$ cat src/rtl/i2c_uart_responder_if.sv
// i2c_uart_responder_if: result-buffer pop and UART transmitter handshake bundle
interface i2c_uart_responder_if;
  logic        result_valid;
  logic [7:0]  result_addr;
  logic [2:0]  result_mode;
  logic [15:0] result_data;
  logic        result_error;
  logic        rd_result;
  logic        tx_start;
  logic [7:0]  tx_byte;
  logic        tx_done_tick;
  logic        busy;
  logic        tx_timeout;
  modport master (
    output result_valid, result_addr, result_mode, result_data, result_error, tx_done_tick,
    input  rd_result, tx_start, tx_byte, busy, tx_timeout
  );
  modport slave (
    input  result_valid, result_addr, result_mode, result_data, result_error, tx_done_tick,
    output rd_result, tx_start, tx_byte, busy, tx_timeout
  );
endinterface

$ cat src/rtl/i2c_uart_responder.sv
// i2c_uart_responder: pops I2C results and frames them as UART response packets
module i2c_uart_responder #(
  parameter int         TIMEOUT_CYCLES = 1000000000,
  parameter logic [7:0] START_BYTE     = 8'hFF,
  parameter logic [7:0] STOP_BYTE      = 8'hFF
) (
  input logic clk,
  input logic reset,
  i2c_uart_responder_if.slave bus
);
  localparam int CW = $clog2(TIMEOUT_CYCLES + 1);
  localparam logic [CW-1:0] LAST = CW'(TIMEOUT_CYCLES - 1);
  typedef enum logic [2:0] {IDLE, START, ADDR, STATUS, DATA_LO, DATA_HI, STOP} state_t;
  state_t state, state_n, adv;
  logic issued, issued_n;
  logic [CW-1:0] cnt, cnt_n;
  logic [7:0] addr;
  logic [2:0] mode;
  logic [15:0] data;
  logic err;
  logic rd, start, timeout, has_data, two_bytes;
  assign has_data  = !err && (mode == 3'b100 || mode == 3'b101);
  assign two_bytes = !err && mode == 3'b101;
  // state, issue flag, watchdog counter and the result latched at pop time
  always_ff @(posedge clk or posedge reset)
    if (reset) begin
      state  <= IDLE;
      issued <= 1'b0;
      cnt    <= '0;
      addr   <= '0;
      mode   <= '0;
      data   <= '0;
      err    <= 1'b0;
    end else begin
      state  <= state_n;
      issued <= issued_n;
      cnt    <= cnt_n;
      if (rd) begin
        addr <= bus.result_addr;
        mode <= bus.result_mode;
        data <= bus.result_data;
        err  <= bus.result_error;
      end
    end
  // byte that follows the current one; data bytes only for error-free reads
  always_comb begin
    adv = IDLE;
    case (state)
      START:   adv = ADDR;
      ADDR:    adv = STATUS;
      STATUS:  adv = has_data ? DATA_LO : STOP;
      DATA_LO: adv = two_bytes ? DATA_HI : STOP;
      DATA_HI: adv = STOP;
      default: adv = IDLE;
    endcase
  end
  // pop in idle, issue each byte once, advance on done, abandon on watchdog expiry
  always_comb begin
    state_n  = state;
    issued_n = issued;
    cnt_n    = cnt;
    rd       = 1'b0;
    start    = 1'b0;
    timeout  = 1'b0;
    if (state == IDLE) begin
      rd = bus.result_valid && !reset;
      if (rd) state_n = START;
    end else if (!issued) begin
      start    = 1'b1;
      issued_n = 1'b1;
      cnt_n    = '0;
    end else if (bus.tx_done_tick) begin
      issued_n = 1'b0;
      state_n  = adv;
    end else if (cnt == LAST) begin
      timeout  = 1'b1;
      issued_n = 1'b0;
      state_n  = IDLE;
    end else begin
      cnt_n = cnt + 1'b1;
    end
  end
  assign bus.tx_byte = state == START   ? START_BYTE :
                       state == ADDR    ? addr :
                       state == STATUS  ? {4'b0000, err, mode} :
                       state == DATA_LO ? data[7:0] :
                       state == DATA_HI ? data[15:8] :
                       state == STOP    ? STOP_BYTE : 8'h00;
  assign bus.rd_result  = rd;
  assign bus.tx_start   = start;
  assign bus.busy       = state != IDLE;
  assign bus.tx_timeout = timeout;
endmodule
$ cat src/flat_wrapper.sv
// flat-port wrapper written by rule: the top's interface ports become plain ports
module i2c_uart_responder_flat 
#(
  parameter int         TIMEOUT_CYCLES = 1000000000,
  parameter logic [7:0] START_BYTE     = 8'hFF,
  parameter logic [7:0] STOP_BYTE      = 8'hFF
)
  (clk, reset, bus_result_valid, bus_result_addr, bus_result_mode, bus_result_data, bus_result_error, bus_tx_done_tick, bus_rd_result, bus_tx_start, bus_tx_byte, bus_busy, bus_tx_timeout);
  i2c_uart_responder_if bus_i ();
  input logic clk;
  input logic reset;
  input wire logic [$bits(bus_i.result_valid)-1:0] bus_result_valid;
  input wire logic [$bits(bus_i.result_addr)-1:0] bus_result_addr;
  input wire logic [$bits(bus_i.result_mode)-1:0] bus_result_mode;
  input wire logic [$bits(bus_i.result_data)-1:0] bus_result_data;
  input wire logic [$bits(bus_i.result_error)-1:0] bus_result_error;
  input wire logic [$bits(bus_i.tx_done_tick)-1:0] bus_tx_done_tick;
  output wire logic [$bits(bus_i.rd_result)-1:0] bus_rd_result;
  output wire logic [$bits(bus_i.tx_start)-1:0] bus_tx_start;
  output wire logic [$bits(bus_i.tx_byte)-1:0] bus_tx_byte;
  output wire logic [$bits(bus_i.busy)-1:0] bus_busy;
  output wire logic [$bits(bus_i.tx_timeout)-1:0] bus_tx_timeout;
  assign bus_i.result_valid = bus_result_valid;
  assign bus_i.result_addr = bus_result_addr;
  assign bus_i.result_mode = bus_result_mode;
  assign bus_i.result_data = bus_result_data;
  assign bus_i.result_error = bus_result_error;
  assign bus_i.tx_done_tick = bus_tx_done_tick;
  assign bus_rd_result = bus_i.rd_result;
  assign bus_tx_start = bus_i.tx_start;
  assign bus_tx_byte = bus_i.tx_byte;
  assign bus_busy = bus_i.busy;
  assign bus_tx_timeout = bus_i.tx_timeout;
  i2c_uart_responder #(.TIMEOUT_CYCLES(TIMEOUT_CYCLES), .START_BYTE(START_BYTE), .STOP_BYTE(STOP_BYTE)) u_core (.clk(clk), .reset(reset), .bus(bus_i));
endmodule
$ cat config.mk
export PLATFORM = sky130hd
export DESIGN_NAME = i2c_uart_responder_flat
export DESIGN_NICKNAME = d
export VERILOG_FILES = /design/src/rtl/i2c_uart_responder_if.sv /design/src/rtl/i2c_uart_responder.sv /design/src/flat_wrapper.sv
export SDC_FILE = /design/constraint.sdc
export NUM_CORES = 1
export LEC_CHECK = 0
export ABC_AREA = 1
export BUFFER_PORTS_ARGS = -buffer_cell sky130_fd_sc_hd__buf_2
export CAP_MARGIN = 20
export CORE_ASPECT_RATIO = 1.75
export CORE_UTILIZATION = 35
export DETAILED_ROUTE_END_ITERATION = 8
export SLEW_MARGIN = 30
export SYNTH_ARGS = -nofsm -noshare
export SYNTH_HDL_FRONTEND = slang
export SYNTH_SLANG_ARGS = --single-unit
$ cat constraint.sdc
create_clock -name clk -period 2.7 [get_ports clk]
set_clock_uncertainty 0.05 [all_clocks]
set_input_delay 0 -clock clk [delete_from_list [all_inputs] [get_ports clk]]
set_output_delay 0 -clock clk [all_outputs]
set_load 0.05 [all_outputs]
==> qor.csv <==
stage,metric,value,unit
status,outcome,"finished, final reports clean",
setup_path,cp-start-kind,flip-flop,
clocking,cts_max_level,3,
yosys,synthMuxAreaShare,0,%
clocking,cts_root_buffer,clkbuf_16,
layout,num-fill-cells,1041,
yosys,synth_compound_area_share,3.94,%
global_route,grt_start_max_net_pins,63,
power,clockPowerShare,27.0,%
power,intPower,2.25,mW
layout,final_layout_size_suffix_gt1_share,11.5,%
global_route,grt_pass1_vias,3717,
floorplan,chipHeight,139,um
global_route,grt_overflow_total,0,
yosys,yosysUniqueCellTypes,23,
floorplan,core_area,10400,sq um
placement,globalplace.congestion,0.956,
timing,worst_pin_slew,0.827,ns
power,p_seq_share,33.7,%
setup_path,critPathMaxFanout,31,
global_route,antenna_found_initial,0,
setup_path,cp.required,2.65,ns
layout,n_antenna_cell,0,
power,p_sw,1.76,mW
route,drt_iter0_markers,229,
route,avgViaCountPerCell,5.04,
timing,fmax,0.438,GHz
yosys,avgSynthCellArea,6.66,sq um
setup_path,crit_arrival,2.23,ns
setup_path,crit_type,flip-flop to output pin,
timing,hold_viol_final,0,
clocking,cts_buffer_depth,2,
power,powerDensity,864,nW/um^2
timing,setup_viol,0,
route,remaining_drc_errors,0,
power,p_leak,2.27,nW
route,drt-total-wl,10800,um
yosys,synth-simple-area-share,44.7,%
placement,port_buffers,43,
layout,layout_commonest_cell,nand2_1,
floorplan,die_x,80.5,um
yosys,synth_nets,600,
timing,slew_headroom,44.8,%
global_route,grt_usage,20.7,%
timing,min_period,2.28,ns
yosys,syn_inst,567,
floorplan,io_pins,44,
hold_path,hold_class,primary input to flip-flop,
power,switching_share,43.9,%
route,avgRoutedWirePerCell,14.0,um
clocking,path_clk_slew,0.05,ns
timing,finalSetupTns,0,ns
floorplan,die_area,11200,sq um
floorplan,placementRows,49,
run,maxCapViolCount,0,
route,num_vias,3868,
yosys,ys_seq_elements,62,
yosys,synth_top_family_by_area,simple AND/OR/NAND/NOR gates,
clocking,cts_buffers,9,
yosys,syn-cell-area,3780,sq um
setup_path,cp-end-kind,output pin,
layout,fin_nets,671,
timing,fin_crit_sh,84.5,%
global_route,grt_pass1_wl,17600,um
layout,mostFrequentLayoutCells,"nand2_1, nor2_1, dfrtp_1, nand3_1, buf_2",
power,total_power,4.01,mW
clocking,clk_latency,0.33,ns
route,dr.pass1.iters,5,
hold_path,hold_path_depth,5,
clocking,tritoncts,yes,
yosys,yosysWarningCount,0,
layout,multiInputGateArea,1980,sq um
placement,post-dp-hpwl,7520,um
clocking,cts.sinks,62,
yosys,seq_area_frac_synth,41.1,%
power,combPwrFrac,39.3,%
power,ir_drop,1070,uV
timing,rsz0062_at_grt,false,
setup_path,reg2reg_depth,10,
route,ant_nets,0,
yosys,synth-xor-area-share,3.48,%
floorplan,start_util,36.5,%
layout,regArea,1550,sq um
timing,timing.final.max_slew_violations,0,
yosys,synth_fa_ha_area_share,0.331,%
layout,area_growth,22.9,%
state kept, by name, summed over array words and instances, names as in the netlist:
name           flops
u_core.mode        3
u_core.data       16
u_core.addr        8
u_core.issued      1
u_core.state       3
u_core.err         1
u_core.cnt        30
critical path, stage by stage, from the launching register on:
cell and delay, ns:
dfrtp_1 0.41, inv_1 0.12, nand2_1 0.10, nor2_4 0.18, nand3_2 0.08, buf_4 0.23
inv_2 0.41, buf_2 0.36
final timing paths:
path                                   from              to  slack (ns)
setup reg to reg              u_core.cnt[0]  u_core.cnt[28]        0.56
max in group asynchronous             reset   u_core.cnt[5]        1.62
hold / removal             bus_result_valid  u_core.addr[2]        0.17
hold reg to reg              u_core.addr[0]  u_core.addr[0]        0.42
setup / recovery            u_core.state[1]   bus_rd_result        0.42
min in group asynchronous             reset   u_core.issued        0.43
metrics by stage:
stage / cells / utilization, % / hold slack [ns] / worst slack (ns) / area (sq um)
after floorplan: 567 / - / 0.0596 / 0.0378 / 3780
after global placement: 724 / 39.3 / 0.143 / 0.634 / 4070
after detailed placement: 724 / 39.3 / 0.148 / 0.580 / 4070
after CTS: 768 / 44.8 / 0.155 / 0.406 / 4640
after global routing: 768 / 44.8 / 0.192 / 0.253 / 4640
final: 768 / 44.8 / 0.166 / 0.418 / 4640
layout make-up:
class / instances / share of cell area [%]
clock buffer: 13 / 5.82
clock inverter: 1 / 0.108
tap: 127 / 3.42
sequential: 62 / 33.4
timing repair buffer: 78 / 11.9
inverter: 33 / 2.67
multi-input combinational: 454 / 42.7
cells by family after synthesis:
group | Yosys count
compound gates | 23
xor+xnor | 15
fa+ha+maj | 1
buf+inv | 51
flops | 62
simple gates | 415
power groups by stage:
stage	Combinational (mW)	Clock (mW)	Sequential (mW)
3_5_place_dp	1.54	0	1.36
4_1_cts	1.58	1.11	1.35
5_1_grt	1.74	1.14	1.38
2_1_floorplan	1.29	0	1.30
6_report	1.58	1.08	1.35
3_3_place_gp	1.53	0	1.35
metal layers:
metal | global-route usage, % | wire length, um
met3 | 3.80 | 383
met5 | 0 | 0
met4 | 12.6 | 607
met1 | 21.8 | 3970
met2 | 37.0 | 5790
synth_stat cells (all sizes together):
| cell type | n | area, sq um |
|---|---|---|
| nand2 | 261 | 1000 |
| nor2 | 90 | 358 |
| dfrtp | 62 | 1550 |
| nand3 | 56 | 285 |
| inv | 33 | 124 |
| buf | 13 | 103 |
| a21oi | 9 | 45.0 |
| a221oi | 9 | 78.8 |
| xor2 | 8 | 70.1 |
| xnor2 | 7 | 61.3 |
| clkbuf | 5 | 18.8 |
| nor3 | 5 | 25.0 |
| o21ai | 5 | 25.0 |
| nand4 | 2 | 12.5 |
| ha | 1 | 12.5 |
| nor4 | 1 | 6.26 |
what timing repair did:
action / in CTS / in global routing
gates resized for setup: 0 / 0
endpoints found under the hold margin: 91 / 0
setup buffers: 0 / 0
hold buffers: 30 / 0
No activity file was read; power rests on OpenSTA's default activity.
